## config.mk

```make
export PLATFORM = sky130hd
export DESIGN_NAME = seg_scan_ctrl_flat
export DESIGN_NICKNAME = d
export VERILOG_FILES = /design/src/rtl/seg_pkg.sv /design/src/rtl/seg_scan_ctrl_if.sv /design/src/rtl/seg_prescaler.sv /design/src/rtl/seg_scan_ctrl.sv /design/src/flat_wrapper.sv
export SDC_FILE = /design/constraint.sdc
export NUM_CORES = 1
export LEC_CHECK = 0
export BUFFER_PORTS_ARGS = -buffer_cell sky130_fd_sc_hd__buf_4
export CAP_MARGIN = 20
export CORE_ASPECT_RATIO = 0.7
export CORE_UTILIZATION = 30
export DETAILED_ROUTE_END_ITERATION = 16
export SYNTH_ARGS = -nofsm -noshare
export SYNTH_HDL_FRONTEND = slang
export SYNTH_SLANG_ARGS = --single-unit
```

## constraint.sdc

```tcl
create_clock -name clk -period 5.35 [get_ports clk]
set_clock_uncertainty 0.2 [all_clocks]
set_input_delay 1.07 -clock clk [delete_from_list [all_inputs] [get_ports clk]]
set_output_delay 1.07 -clock clk [all_outputs]
set_load 0.02 [all_outputs]
```

## src/rtl/seg_pkg.sv

```systemverilog
// Shared constants and helpers for the 7-segment scan controller.
package seg_pkg;

    localparam int unsigned DIGIT_W    = 4;
    localparam int unsigned MAX_DIGITS = 16;
    localparam int unsigned MAX_IDX_W  = 4;
    localparam int unsigned MAX_VAL_W  = DIGIT_W * MAX_DIGITS;

    // One-hot anode select for digit idx, inverted for active-low anodes.
    function automatic logic [MAX_DIGITS-1:0] onehot_anode(
        input logic [MAX_IDX_W-1:0] idx,
        input logic                 active_low
    );
        logic [MAX_DIGITS-1:0] oh;
        oh = MAX_DIGITS'(1) << idx;
        return active_low ? ~oh : oh;
    endfunction

    // Positions above the most significant non-zero nibble; digit 0 is never blanked.
    function automatic logic [MAX_DIGITS-1:0] lz_mask(
        input logic [MAX_VAL_W-1:0] v,
        input int unsigned          digits
    );
        logic [MAX_DIGITS-1:0] m;
        logic [DIGIT_W-1:0]    nib;
        logic                  found;
        m     = '0;
        found = 1'b0;
        for (int unsigned i = MAX_DIGITS - 1; i >= 1; i--) begin
            if (i < digits) begin
                nib = DIGIT_W'(v >> (DIGIT_W * i));
                if (nib != '0) found = 1'b1;
                m[MAX_IDX_W'(i)] = ~found;
            end
        end
        return m;
    endfunction

endpackage

```

## src/rtl/seg_scan_ctrl_if.sv

```systemverilog
// Value/load/enable inputs and display-drive outputs of the scan controller.
interface seg_scan_ctrl_if #(
    parameter int unsigned DIGITS = 8
);
    import seg_pkg::*;

    logic [DIGIT_W*DIGITS-1:0] value;
    logic                      load;
    logic                      enable;
    logic [DIGIT_W-1:0]        digit;
    logic                      enable_segs;
    logic [DIGITS-1:0]         an;
    logic                      frame_done;

    modport master (
        output value, load, enable,
        input  digit, enable_segs, an, frame_done
    );

    modport slave (
        input  value, load, enable,
        output digit, enable_segs, an, frame_done
    );

endinterface

```

## src/rtl/seg_prescaler.sv

```systemverilog
// Digit-slot prescaler: tick in the cycle the count reaches DIV-1, cleared while en=0.
module seg_prescaler
    import seg_pkg::*;
#(
    parameter int unsigned DIV = 50000
) (
    input  logic clk,
    input  logic rst,
    input  logic en,
    output logic tick
);

    localparam int unsigned          CNT_W   = (DIV > 1) ? $clog2(DIV) : 1;
    localparam logic [CNT_W-1:0]     CNT_MAX = CNT_W'(DIV - 1);

    logic [CNT_W-1:0] r_cnt;

    // Wrapping slot counter, synchronously cleared when disabled.
    always_ff @(posedge clk or posedge rst) begin
        if (rst)                  r_cnt <= '0;
        else if (!en)             r_cnt <= '0;
        else if (r_cnt == CNT_MAX) r_cnt <= '0;
        else                      r_cnt <= r_cnt + CNT_W'(1);
    end

    assign tick = en && (r_cnt == CNT_MAX);

endmodule

```

## src/rtl/seg_scan_ctrl.sv

```systemverilog
// Time-multiplexed 7-segment scan controller with frame-aligned double-buffered loads.
// Optional: define LEADING_ZERO_BLANK_EN to blank digits above the top non-zero nibble.
module seg_scan_ctrl
    import seg_pkg::*;
#(
    parameter int unsigned DIGITS           = 8,
    parameter int unsigned CLK_DIV          = 50000,
    parameter bit          ANODE_ACTIVE_LOW = 1'b1
) (
    input  logic            clk,
    input  logic            rst,
    seg_scan_ctrl_if.slave  bus
);

    localparam int unsigned        IDX_W    = (DIGITS > 1) ? $clog2(DIGITS) : 1;
    localparam int unsigned        VAL_W    = DIGIT_W * DIGITS;
    localparam logic [IDX_W-1:0]   LAST_IDX = IDX_W'(DIGITS - 1);
    localparam logic [DIGITS-1:0]  AN_OFF   = {DIGITS{ANODE_ACTIVE_LOW}};

    logic               r_run;
    logic [IDX_W-1:0]   r_idx;
    logic [VAL_W-1:0]   r_buf;
    logic [VAL_W-1:0]   r_shadow;
    logic               r_pend;
    logic [DIGIT_W-1:0] r_digit;
    logic               r_enable_segs;
    logic [DIGITS-1:0]  r_an;
    logic               r_frame_done;

    logic               w_pres_en;
    logic               w_tick;
    logic               w_boundary;
    logic               w_commit;
    logic [IDX_W-1:0]   w_idx_nxt;
    logic [VAL_W-1:0]   w_shadow_nxt;
    logic [DIGITS-1:0]  w_blank_nxt;
    logic [DIGIT_W-1:0] w_digit_nxt;
    logic [DIGITS-1:0]  w_an_nxt;
    logic               w_blank_bit;

    // Prescaler is held for the first enabled cycle so digit 0 gets a full slot after re-enable.
    assign w_pres_en = bus.enable & r_run;

    seg_prescaler #(.DIV(CLK_DIV)) u_prescaler (
        .clk  (clk),
        .rst  (rst),
        .en   (w_pres_en),
        .tick (w_tick)
    );

    // Next scan index, frame boundary and the values the output registers will show.
    always_comb begin
        w_boundary   = w_tick && (r_idx == LAST_IDX);
        w_commit     = w_boundary && r_pend;
        w_idx_nxt    = r_idx;
        if (!bus.enable)
            w_idx_nxt = '0;
        else if (w_tick)
            w_idx_nxt = (r_idx == LAST_IDX) ? '0 : r_idx + IDX_W'(1);
        w_shadow_nxt = w_commit ? r_buf : r_shadow;
        w_digit_nxt  = DIGIT_W'(w_shadow_nxt >> (DIGIT_W * w_idx_nxt));
        w_an_nxt     = DIGITS'(onehot_anode(MAX_IDX_W'(w_idx_nxt), ANODE_ACTIVE_LOW));
        w_blank_bit  = 1'(w_blank_nxt >> w_idx_nxt);
    end

`ifdef LEADING_ZERO_BLANK_EN
    logic [DIGITS-1:0] r_blank;

    assign w_blank_nxt = w_commit ? DIGITS'(lz_mask(MAX_VAL_W'(r_buf), DIGITS)) : r_blank;

    // Blank mask follows the shadow value, recomputed only at commits.
    always_ff @(posedge clk or posedge rst) begin
        if (rst) r_blank <= DIGITS'(lz_mask('0, DIGITS));
        else     r_blank <= w_blank_nxt;
    end
`else
    assign w_blank_nxt = '0;
`endif

    // Scan index, run flag, pending buffer and shadow; a load always wins over the commit clear.
    always_ff @(posedge clk or posedge rst) begin
        if (rst) begin
            r_run    <= 1'b0;
            r_idx    <= '0;
            r_buf    <= '0;
            r_shadow <= '0;
            r_pend   <= 1'b0;
        end else begin
            r_run    <= bus.enable;
            r_idx    <= w_idx_nxt;
            r_shadow <= w_shadow_nxt;
            if (bus.load) begin
                r_buf  <= bus.value;
                r_pend <= 1'b1;
            end else if (w_commit) begin
                r_pend <= 1'b0;
            end
        end
    end

    // Registered display drive; dark whenever scanning is disabled.
    always_ff @(posedge clk or posedge rst) begin
        if (rst) begin
            r_digit       <= '0;
            r_enable_segs <= 1'b0;
            r_an          <= AN_OFF;
            r_frame_done  <= 1'b0;
        end else if (!bus.enable) begin
            r_digit       <= '0;
            r_enable_segs <= 1'b0;
            r_an          <= AN_OFF;
            r_frame_done  <= 1'b0;
        end else begin
            r_digit       <= w_digit_nxt;
            r_enable_segs <= ~w_blank_bit;
            r_an          <= w_an_nxt;
            r_frame_done  <= w_boundary;
        end
    end

    assign bus.digit       = r_digit;
    assign bus.enable_segs = r_enable_segs;
    assign bus.an          = r_an;
    assign bus.frame_done  = r_frame_done;

endmodule
```

## src/flat_wrapper.sv

```systemverilog
// flat-port wrapper written by rule: the top's interface ports become plain ports
module seg_scan_ctrl_flat import seg_pkg::*;
#(
    parameter int unsigned DIGITS           = 8,
    parameter int unsigned CLK_DIV          = 50000,
    parameter bit          ANODE_ACTIVE_LOW = 1'b1
)
  (clk, rst, bus_value, bus_load, bus_enable, bus_digit, bus_enable_segs, bus_an, bus_frame_done);
  seg_scan_ctrl_if #(.DIGITS(DIGITS)) bus_i ();
  input  logic clk;
  input  logic rst;
  input wire logic [$bits(bus_i.value)-1:0] bus_value;
  input wire logic [$bits(bus_i.load)-1:0] bus_load;
  input wire logic [$bits(bus_i.enable)-1:0] bus_enable;
  output wire logic [$bits(bus_i.digit)-1:0] bus_digit;
  output wire logic [$bits(bus_i.enable_segs)-1:0] bus_enable_segs;
  output wire logic [$bits(bus_i.an)-1:0] bus_an;
  output wire logic [$bits(bus_i.frame_done)-1:0] bus_frame_done;
  assign bus_i.value = bus_value;
  assign bus_i.load = bus_load;
  assign bus_i.enable = bus_enable;
  assign bus_digit = bus_i.digit;
  assign bus_enable_segs = bus_i.enable_segs;
  assign bus_an = bus_i.an;
  assign bus_frame_done = bus_i.frame_done;
  seg_scan_ctrl #(.DIGITS(DIGITS), .CLK_DIV(CLK_DIV), .ANODE_ACTIVE_LOW(ANODE_ACTIVE_LOW)) u_core (.clk(clk), .rst(rst), .bus(bus_i));
endmodule
```

==> impl_metrics.env, run 1 <==
export IMPL_io_buffer_count=49
export IMPL_async_reset_ff_share_pct=100
export IMPL_drc_errors=0
export IMPL_cts_buffers=9
export IMPL_synth_nets=367
export IMPL_combPwrFrac_pct=5.2
export IMPL_hold_viol_final=0
export IMPL_irDropWorstVdd_v=0.000147
export IMPL_die_w_um=144
export IMPL_place_congestion=0.807
export IMPL_p_leak_nw=2.62
export IMPL_critPathLaunchType="input port"
export IMPL_slowest_delay_ps=620
export IMPL_cp_data_required_time_ps=5380
export IMPL_hp_class="flip-flop to flip-flop"
export IMPL_grt_overflow=0
export IMPL_yosysMostFrequentCell="dfrtp_1"
export IMPL_avgRoutedWirePerCell_um=15.0
export IMPL_clock_latency_ps=340
export IMPL_firstDrtPassIters=4
export IMPL_slew_headroom_pct=32.1
export IMPL_synthTopCellsByArea="dfrtp_1, mux2_2, dfstp_2"
export IMPL_path_class="input port to flip-flop"
export IMPL_cts_path_max_buffers=2
export IMPL_crit_fanout=32
export IMPL_viasPerCell=4.60
export IMPL_start_util_pct=31.4
export IMPL_crit_slowest_cell="nand4_4"
export IMPL_die_area_mm2=0.0146
export IMPL_yosys_warnings=0
export IMPL_crit_chain="buf_4 > and2_0 > nand4_4 > mux2_4 > nand2b_1 > nand4_1 > o21ai_1"
export IMPL_status="finished, final reports clean"
export IMPL_pwr_share_seq_pct=52.8
export IMPL_syn_to_final_growth_pct=19.8
export IMPL_grt_pass1_wl_um=13800
export IMPL_cts_hold_fix_buffers=0
export IMPL_pre_cts_ws_ps=1950
export IMPL_antenna_left=0
export IMPL_setup_slack_ps=2310
export IMPL_cts_resized_gates=0
export IMPL_nets=417
export IMPL_grt_usage_pct=12.7
export IMPL_grt_max_degree=51
export IMPL_post_dp_hpwl_um=5990
export IMPL_p_sw_share_pct=21.6
export IMPL_grt_pass1_vias=2596
export IMPL_synth_distinct_cells=40
export IMPL_rsz0062_at_grt="no"
export IMPL_clkPwrFrac_pct=42.0
export IMPL_wirelength_um=8540
export IMPL_fin_crit_ps=3040
export IMPL_cts_root_buf="clkbuf_16"
export IMPL_crit_path_end_kind="flip-flop"
export IMPL_rows=35
export IMPL_die_h_um=101
export IMPL_tightest_slew_ps=1010
export IMPL_yosysSeqAreaShare_pct=58.3
export IMPL_p_sw_w=0.000320
export IMPL_h_tree_depth=3
export IMPL_core_area_mm2=0.0134
export IMPL_worstPathArrival_ps=3070
export IMPL_path_buf_inv=1
export IMPL_netlist_area_mm2=0.00422
export IMPL_synth_cells=328
export IMPL_io_pins=50
export IMPL_p_int_w=0.00116
export IMPL_tns_ps=0
export IMPL_period_share_pct=56.8
export IMPL_antenna_found_initial=0
export IMPL_ys_ff_latch=98
export IMPL_synth_common_cells="dfrtp_1, mux2_2, nand2_1"
export IMPL_yosysTopAreaCell="dfrtp_1"
export IMPL_clkSinkCount=98
export IMPL_finalSetupViolations=0
export IMPL_maxSlewViolCount=0
export IMPL_cts_tree="yes"
export IMPL_initialDrtViolationCount=135
export IMPL_path_clk_slew_ps=60
export IMPL_cap_violations=0
export IMPL_synth_top_area_share_pct=53.3
export IMPL_power_density_mw_per_mm2=293
export IMPL_max_freq_mhz=329
export IMPL_post_cts_buffers=0
export IMPL_finalNonFillerCells=568
export IMPL_synth_flop_cell="dfrtp_1"
export IMPL_dp_cells=552
export IMPL_synth_edf_count=0
export IMPL_drive_above_1_share_pct=32.6
export IMPL_critPathTopFamily="simple AND/OR/NAND/NOR gates"
export IMPL_avgSynthCellArea_um2=12.9
export IMPL_num_vias=2612
export IMPL_post_route_util_pct=37.6
export IMPL_nFillCells=1286
export IMPL_n_antenna_cell=0
export IMPL_total_power_w=0.00148
==> flip-flops by register name (all words and copies together), names as in the netlist <==
name and cells:
u_core.bus.an 8, u_core.bus.digit 4, u_core.bus.enable_segs 1, u_core.bus.frame_done 1
u_core.r_buf 32, u_core.r_idx 3, u_core.r_pend 1, u_core.r_shadow 32
u_core.u_prescaler.r_cnt 16
==> final timing paths <==
kind / start / endpoint / slack [ps] / depth (start not counted)
setup / recovery: bus_enable / u_core.bus.digit[0] / 2310 / 7
hold / removal: u_core.u_prescaler.r_cnt[0] / u_core.u_prescaler.r_cnt[0] / 270 / 1
min in group asynchronous: rst / u_core.r_shadow[0] / 610 / 2
hold reg to reg: u_core.u_prescaler.r_cnt[0] / u_core.u_prescaler.r_cnt[0] / 270 / 1
max in group asynchronous: rst / u_core.r_idx[0] / 3260 / 3
setup reg to reg: u_core.u_prescaler.r_cnt[0] / u_core.bus.digit[0] / 2410 / 8
==> metal layers <==
layer	track usage (%)	routed length (um)	vias up
met5	0	0	-
met4	3.19	68	0
met3	4.16	376	11
met2	18.9	3760	62
met1	17.9	4330	1311
li1	-	-	1228
==> power groups by stage <==
stage | clock, W | combinational [W] | sequential (W)
floorplan | 0 | 0.0000467 | 0.000791
global placement | 0 | 0.0000762 | 0.000797
detailed placement | 0 | 0.0000785 | 0.000797
CTS | 0.000638 | 0.0000788 | 0.000783
global route | 0.000669 | 0.0000848 | 0.000786
finish | 0.000623 | 0.0000764 | 0.000783
==> cell usage in the layout, fill, tap and decap left out, types with 2 or more instances in the layout <==
cell / instances
nand4_1: 6
mux2_4: 5
xor2_1: 6
nor4b_4: 2
a21oi_1: 3
o21ai_0: 5
nand4_4: 2
a32o_1: 4
mux2i_1: 21
a22oi_1: 4
ha_1: 3
nand3_1: 6
and2_1: 3
dfstp_2: 8
buf_4: 50
o21ai_1: 5
inv_1: 22
clkbuf_16: 9
a221o_1: 4
nand2b_1: 8
and3_1: 6
nor2_1: 16
xnor2_1: 6
dfrtp_1: 90
mux2_2: 36
nand2_1: 31
or3_1: 2
clkbuf_8: 3
clkinv_4: 2
==> stage by stage <==
step                cell area [um2]  hold WS, ps
finish                         5060          268
global route                   5060          276
CTS                            5060          265
detailed placement             4760          254
floorplan                      4220          225
global placement               4760          243
==> cell type report <==
cell class / count / area, um2 / share of cell area [%]
Tap cell: 185 / 231 / 4.58
Clock buffer: 13 / 270 / 5.34
Timing Repair Buffer: 50 / 375 / 7.42
Multi-Input combinational cell: 196 / 1610 / 31.8
Inverter: 23 / 88.8 / 1.76
Sequential cell: 98 / 2460 / 48.7
Clock inverter: 3 / 22.5 / 0.445
==> cells by family after synthesis <==
kind of cell | share of synthesized area (%)
AND/OR/NAND/NOR | 12.5
flip-flops | 58.3
multiplexers | 16.7
buffers and inverters | 3.64
AO/OA/AOI/OAI | 5.45
adder cells (fa/ha/maj) | 0.889
XOR/XNOR | 2.49
Note: power is estimated with default switching activity, not from simulation.
==> inputs of run 2 (changes only) <==
==> constraint.sdc (replaced) <==
create_clock -name clk -period 2.6 [get_ports clk]
set_clock_uncertainty 0.2 [all_clocks]
set_input_delay 0.52 -clock clk [delete_from_list [all_inputs] [get_ports clk]]
set_output_delay 0.52 -clock clk [all_outputs]
set_load 0.02 [all_outputs]
==> impl_metrics.env, run 2 (synthesized netlist as in run 1, its figures left out) <==
export IMPL_status="finished, final reports clean"
export IMPL_slowest_delay_ps=450
export IMPL_r2r_cells=6
export IMPL_pwr_share_seq_pct=49.8
export IMPL_period_share_pct=94.1
export IMPL_die_h_um=101
export IMPL_p_sw_share_pct=20.7
export IMPL_drive_above_1_share_pct=34.7
export IMPL_clock_latency_ps=340
export IMPL_p_sw_w=0.000670
export IMPL_grt_pass1_vias=2707
export IMPL_worstPathArrival_ps=2520
export IMPL_crit_path_end_kind="flip-flop"
export IMPL_cts_path_max_buffers=2
export IMPL_critPathLaunch="u_core.u_prescaler.r_cnt[5]"
export IMPL_regToRegSetupSlack_ps=150
export IMPL_post_route_cell_area_mm2=0.00520
export IMPL_fin_crit_ps=2450
export IMPL_n_antenna_cell=0
export IMPL_power_density_mw_per_mm2=622
export IMPL_clkPwrFrac_pct=45.2
export IMPL_critPathLaunchType="flip-flop"
export IMPL_hp_start="bus_enable"
export IMPL_grt_usage_pct=13.0
export IMPL_path_buf_inv=0
export IMPL_nets=426
export IMPL_p_int_w=0.00257
export IMPL_die_w_um=144
export IMPL_irDropWorstVdd_v=0.000376
export IMPL_wirelength_um=8350
export IMPL_start_util_pct=31.4
export IMPL_clkSinkCount=98
export IMPL_die_area_mm2=0.0146
export IMPL_path_clk_slew_ps=70
export IMPL_hold_viol_final=0
export IMPL_r2r_start="u_core.u_prescaler.r_cnt[5]"
export IMPL_syn_to_final_growth_pct=23.2
export IMPL_post_dp_cell_area_mm2=0.00484
export IMPL_place_congestion=0.775
export IMPL_firstDrtPassIters=4
export IMPL_critPathTopFamily="simple AND/OR/NAND/NOR gates"
export IMPL_rows=35
export IMPL_io_pins=50
export IMPL_cts_root_buf="clkbuf_16"
export IMPL_crit_chain="nor4b_4 > nand4_4 > nor2_8 > mux2_2 > a221o_1 > o21ai_1"
export IMPL_grt_overflow=0
export IMPL_mostFrequentLayoutCells="dfrtp_1, buf_4, mux2_2, nand2_1, inv_1"
export IMPL_grt_pass1_wl_um=14200
export IMPL_slew_headroom_pct=68.2
export IMPL_combPwrFrac_pct=5.0
export IMPL_crit_slowest_cell="dfrtp_1"
export IMPL_path_class="flip-flop to flip-flop"
export IMPL_cp_data_required_time_ps=2670
export IMPL_cts_buffers=9
export IMPL_crit_fanout=10
export IMPL_drc_errors=0
export IMPL_rsz0062_at_grt="no"
export IMPL_io_buffer_count=49
export IMPL_core_area_mm2=0.0134
export IMPL_initialDrtViolationCount=150
export IMPL_p_leak_nw=2.69
export IMPL_hold_path_cell_count=1
export IMPL_avgRoutedWirePerCell_um=14.5
export IMPL_whs_ps=196
export IMPL_cap_violations=0
export IMPL_grt_max_degree=72
export IMPL_tns_ps=0
export IMPL_h_tree_depth=3
export IMPL_nFillCells=1319
export IMPL_reg_largest_list="u_core.r_buf x32, u_core.r_shadow x32, u_core.u_prescaler.r_cnt x16"
export IMPL_tightest_slew_ps=475
export IMPL_path_depth=6
export IMPL_antenna_found_initial=0
export IMPL_viasPerCell=4.50
export IMPL_antenna_left=0
export IMPL_mostFrequentLayoutCell="dfrtp_1"
export IMPL_cts_tree="yes"
export IMPL_num_vias=2596
export IMPL_post_dp_hpwl_um=6080
export IMPL_maxSlewViolCount=0
export IMPL_hp_class="input port to flip-flop"
export IMPL_max_freq_mhz=409
export IMPL_finalSetupViolations=0
-- run 2: changes by cell type in the layout (fill, tap and decap cells not counted), sizes merged --
cell | previous run | this run
clkinv | 3 | 1
buf | 50 | 58
bufinv | 0 | 2
clkbuf | 13 | 11
dlygate4sd3 | 0 | 1
clkinvlp | 0 | 2
-- run 2: through the flow --
stage	total power, W	setup slack, ps	util [%]	std cells
3_5_place_dp	0.00181	75.6	36.0	559
2_1_floorplan	0.00172	275	-	328
4_1_cts	0.00329	87.2	38.6	576
6_report	0.00324	153	38.7	577
5_1_grt	0.00337	3.49	38.7	577
3_3_place_gp	0.00180	191	36.0	559
-- run 2: what timing repair did --
| action | in CTS | in global routing |
|---|---|---|
| hold endpoints to repair | 7 | 0 |
| hold buffers | 1 | 0 |
| resized for setup | 0 | 2 |
| endpoints found under the setup margin | 0 | 4 |
| setup buffers | 0 | 1 |
-- run 2: layout make-up --
type / instances / area [um2] / area share (%)
Sequential cell: 98 / 2460 / 47.3
Inverter: 23 / 90.1 / 1.73
Multi-Input combinational cell: 196 / 1610 / 30.9
Timing Repair Buffer: 59 / 470 / 9.04
Tap cell: 185 / 231 / 4.45
Clock inverter: 5 / 85.1 / 1.64
Clock buffer: 11 / 253 / 4.86
-- run 2: per-layer routing --
metal | wire length (um) | share of wire [%] | GRT usage (%)
met3 | 451 | 5.4 | 4.02
met4 | 104 | 1.2 | 3.93
met2 | 3680 | 44 | 19.2
met5 | 0 | 0 | 0
met1 | 4120 | 49 | 18.2
-- run 2: power by group through the flow --
stage          registers (W)  clock network [W]  logic (W)
6_report             0.00161            0.00146   0.000161
5_1_grt              0.00162            0.00157   0.000180
4_1_cts              0.00161            0.00151   0.000167
3_5_place_dp         0.00164                  0   0.000166
3_3_place_gp         0.00164                  0   0.000162
2_1_floorplan        0.00163                  0  0.0000964
-- run 2: final timing paths --
kind	endpoint
worst min-delay path	u_core.bus.enable_segs
worst min register to register	u_core.u_prescaler.r_cnt[0]
min in group asynchronous	u_core.r_buf[14]
max in group asynchronous	u_core.bus.an[7]
worst max-delay path	u_core.bus.digit[3]
worst max register to register	u_core.bus.digit[3]
==> inputs of run 3 (changes only) <==
--- a/config.mk
+++ b/config.mk
@@ -9,7 +9,9 @@
 export CAP_MARGIN = 20
 export CORE_ASPECT_RATIO = 0.7
 export CORE_UTILIZATION = 30
+export CTS_CLUSTER_SIZE = 10
 export DETAILED_ROUTE_END_ITERATION = 16
+export REMOVE_ABC_BUFFERS = 1
 export SYNTH_ARGS = -nofsm -noshare
 export SYNTH_HDL_FRONTEND = slang
 export SYNTH_SLANG_ARGS = --single-unit
==> impl_metrics.env, run 3 (synthesized netlist as in run 1, its figures left out) <==
export IMPL_status="finished with violations"
export IMPL_violations="negative hold slack"
export IMPL_drive_above_1_share_pct=33.9
export IMPL_die_h_um=101
export IMPL_multi_input_area_mm2=0.00161
export IMPL_slew_headroom_pct=66.6
export IMPL_hp_class="input port to async pin"
export IMPL_hold_viol_final=13
export IMPL_antenna_left=0
export IMPL_tightest_slew_ps=500
export IMPL_max_freq_mhz=408
export IMPL_cp_data_required_time_ps=2620
export IMPL_clock_latency_ps=340
export IMPL_die_w_um=144
export IMPL_mostFrequentLayoutCells="dfrtp_1, buf_4, mux2_2, nand2_1, inv_1"
export IMPL_grt_pass1_wl_um=14400
export IMPL_nets=427
export IMPL_whs_ps=-4.73
export IMPL_n_antenna_cell=0
export IMPL_h_tree_depth=3
export IMPL_core_area_mm2=0.0134
export IMPL_rsz0062_at_grt="no"
export IMPL_cts_path_max_buffers=2
export IMPL_crit_fanout=16
export IMPL_met3_length_um=369
export IMPL_avgRoutedWirePerCell_um=14.5
export IMPL_finalSetupViolations=0
export IMPL_worstPathArrival_ps=2470
export IMPL_fin_crit_ps=2450
export IMPL_total_power_w=0.00307
export IMPL_mostFrequentLayoutCell="dfrtp_1"
export IMPL_place_congestion=0.747
export IMPL_crit_path_end_kind="flip-flop"
export IMPL_p_leak_nw=2.67
export IMPL_path_class="flip-flop to flip-flop"
export IMPL_nFillCells=1297
export IMPL_dp_cells=561
export IMPL_wirelength_um=8370
export IMPL_finalNonFillerCells=577
export IMPL_cts_hold_fix_buffers=0
export IMPL_antenna_found_initial=0
export IMPL_maxSlewViolCount=0
export IMPL_cts_root_buf="clkbuf_16"
export IMPL_grt_pass1_vias=2704
export IMPL_critPathLaunchType="flip-flop"
export IMPL_rows=35
export IMPL_num_vias=2530
export IMPL_path_clk_slew_ps=60
export IMPL_viasPerCell=4.38
export IMPL_post_dp_hpwl_um=6040
export IMPL_grt_usage_pct=13.1
export IMPL_irDropWorstVdd_v=0.000328
export IMPL_start_util_pct=31.4
export IMPL_io_buffer_count=49
export IMPL_wl_met2_um=3360
export IMPL_power_density_mw_per_mm2=597
export IMPL_period_share_pct=94.3
export IMPL_clkSinkCount=98
export IMPL_post_route_util_pct=38.3
export IMPL_firstDrtPassIters=4
export IMPL_grt_max_degree=45
export IMPL_reg_largest_list="u_core.r_buf x32, u_core.r_shadow x32, u_core.u_prescaler.r_cnt x16"
export IMPL_register_area_mm2=0.00246
export IMPL_cap_violations=0
export IMPL_cts_tree="yes"
export IMPL_top_layer="met4"
export IMPL_initialDrtViolationCount=207
export IMPL_cts_buffers=9
export IMPL_drc_errors=0
export IMPL_syn_to_final_growth_pct=21.8
export IMPL_io_pins=50
export IMPL_grt_overflow=0
export IMPL_wl_met1_um=4610
export IMPL_die_area_mm2=0.0146
[run 3: per-stage QoR]
step | TNS, ps | cell area, um2 | hold slack (ps) | worst slack, ps
4_1_cts | 0 | 5130 | 3.56 | 110
2_1_floorplan | -60240 | 4160 | 225 | -669
3_3_place_gp | 0 | 4840 | 237 | 154
6_report | 0 | 5140 | -4.73 | 149
3_5_place_dp | 0 | 4840 | 248 | 131
5_1_grt | 0 | 5140 | 34.1 | 4.88
[run 3: area by class of cell]
cell class                 instances  area share [%]
multi-input combinational        196            31.3
inverter                          23            1.73
tap                              185            4.50
clock buffer                      13            4.87
timing repair buffer              60            9.00
clock inverter                     2           0.730
sequential                        98            47.9
[run 3: power breakdown]
| group | total [W] | switching, W | internal (W) |
|---|---|---|---|
| combinational | 0.000162 | 0.0000733 | 0.0000884 |
| clock | 0.00130 | 0.000529 | 0.000768 |
| sequential | 0.00161 | 0.0000336 | 0.00158 |
[run 3: per-layer routing]
metal	global-route usage [%]	vias up
li1	-	1252
met4	3.19	0
met3	3.74	2
met5	0	-
met1	20.3	1231
met2	17.5	45
[run 3: what timing repair did]
action                                  4_1_cts  5_1_grt
gates resized for setup                       0        1
endpoints found under the setup margin        0        2
buffers inserted                              0        1
[run 3: worst max-delay path, cell delays in order (launching register included)]
cell and delay [ps]:
dfrtp_1 390, ha_1 220, and3_1 230, and4_4 210, nand4_4 90, buf_4 280, mux2i_1 330, a22oi_1 170
nand4_1 140, o21ai_1 70
[run 3: path summary, 6_finish.rpt]
path	start	end	slack (ps)	depth (start not counted)
hold reg to reg	u_core.u_prescaler.r_cnt[0]	u_core.u_prescaler.r_cnt[0]	260	1
max in group asynchronous	rst	u_core.bus.an[3]	1510	3
setup / recovery	u_core.u_prescaler.r_cnt[0]	u_core.bus.digit[2]	150	9
min in group clk	bus_enable	u_core.bus.enable_segs	200	1
setup reg to reg	u_core.u_prescaler.r_cnt[0]	u_core.bus.digit[2]	150	9
hold / removal	rst	u_core.r_buf[0]	-5	2
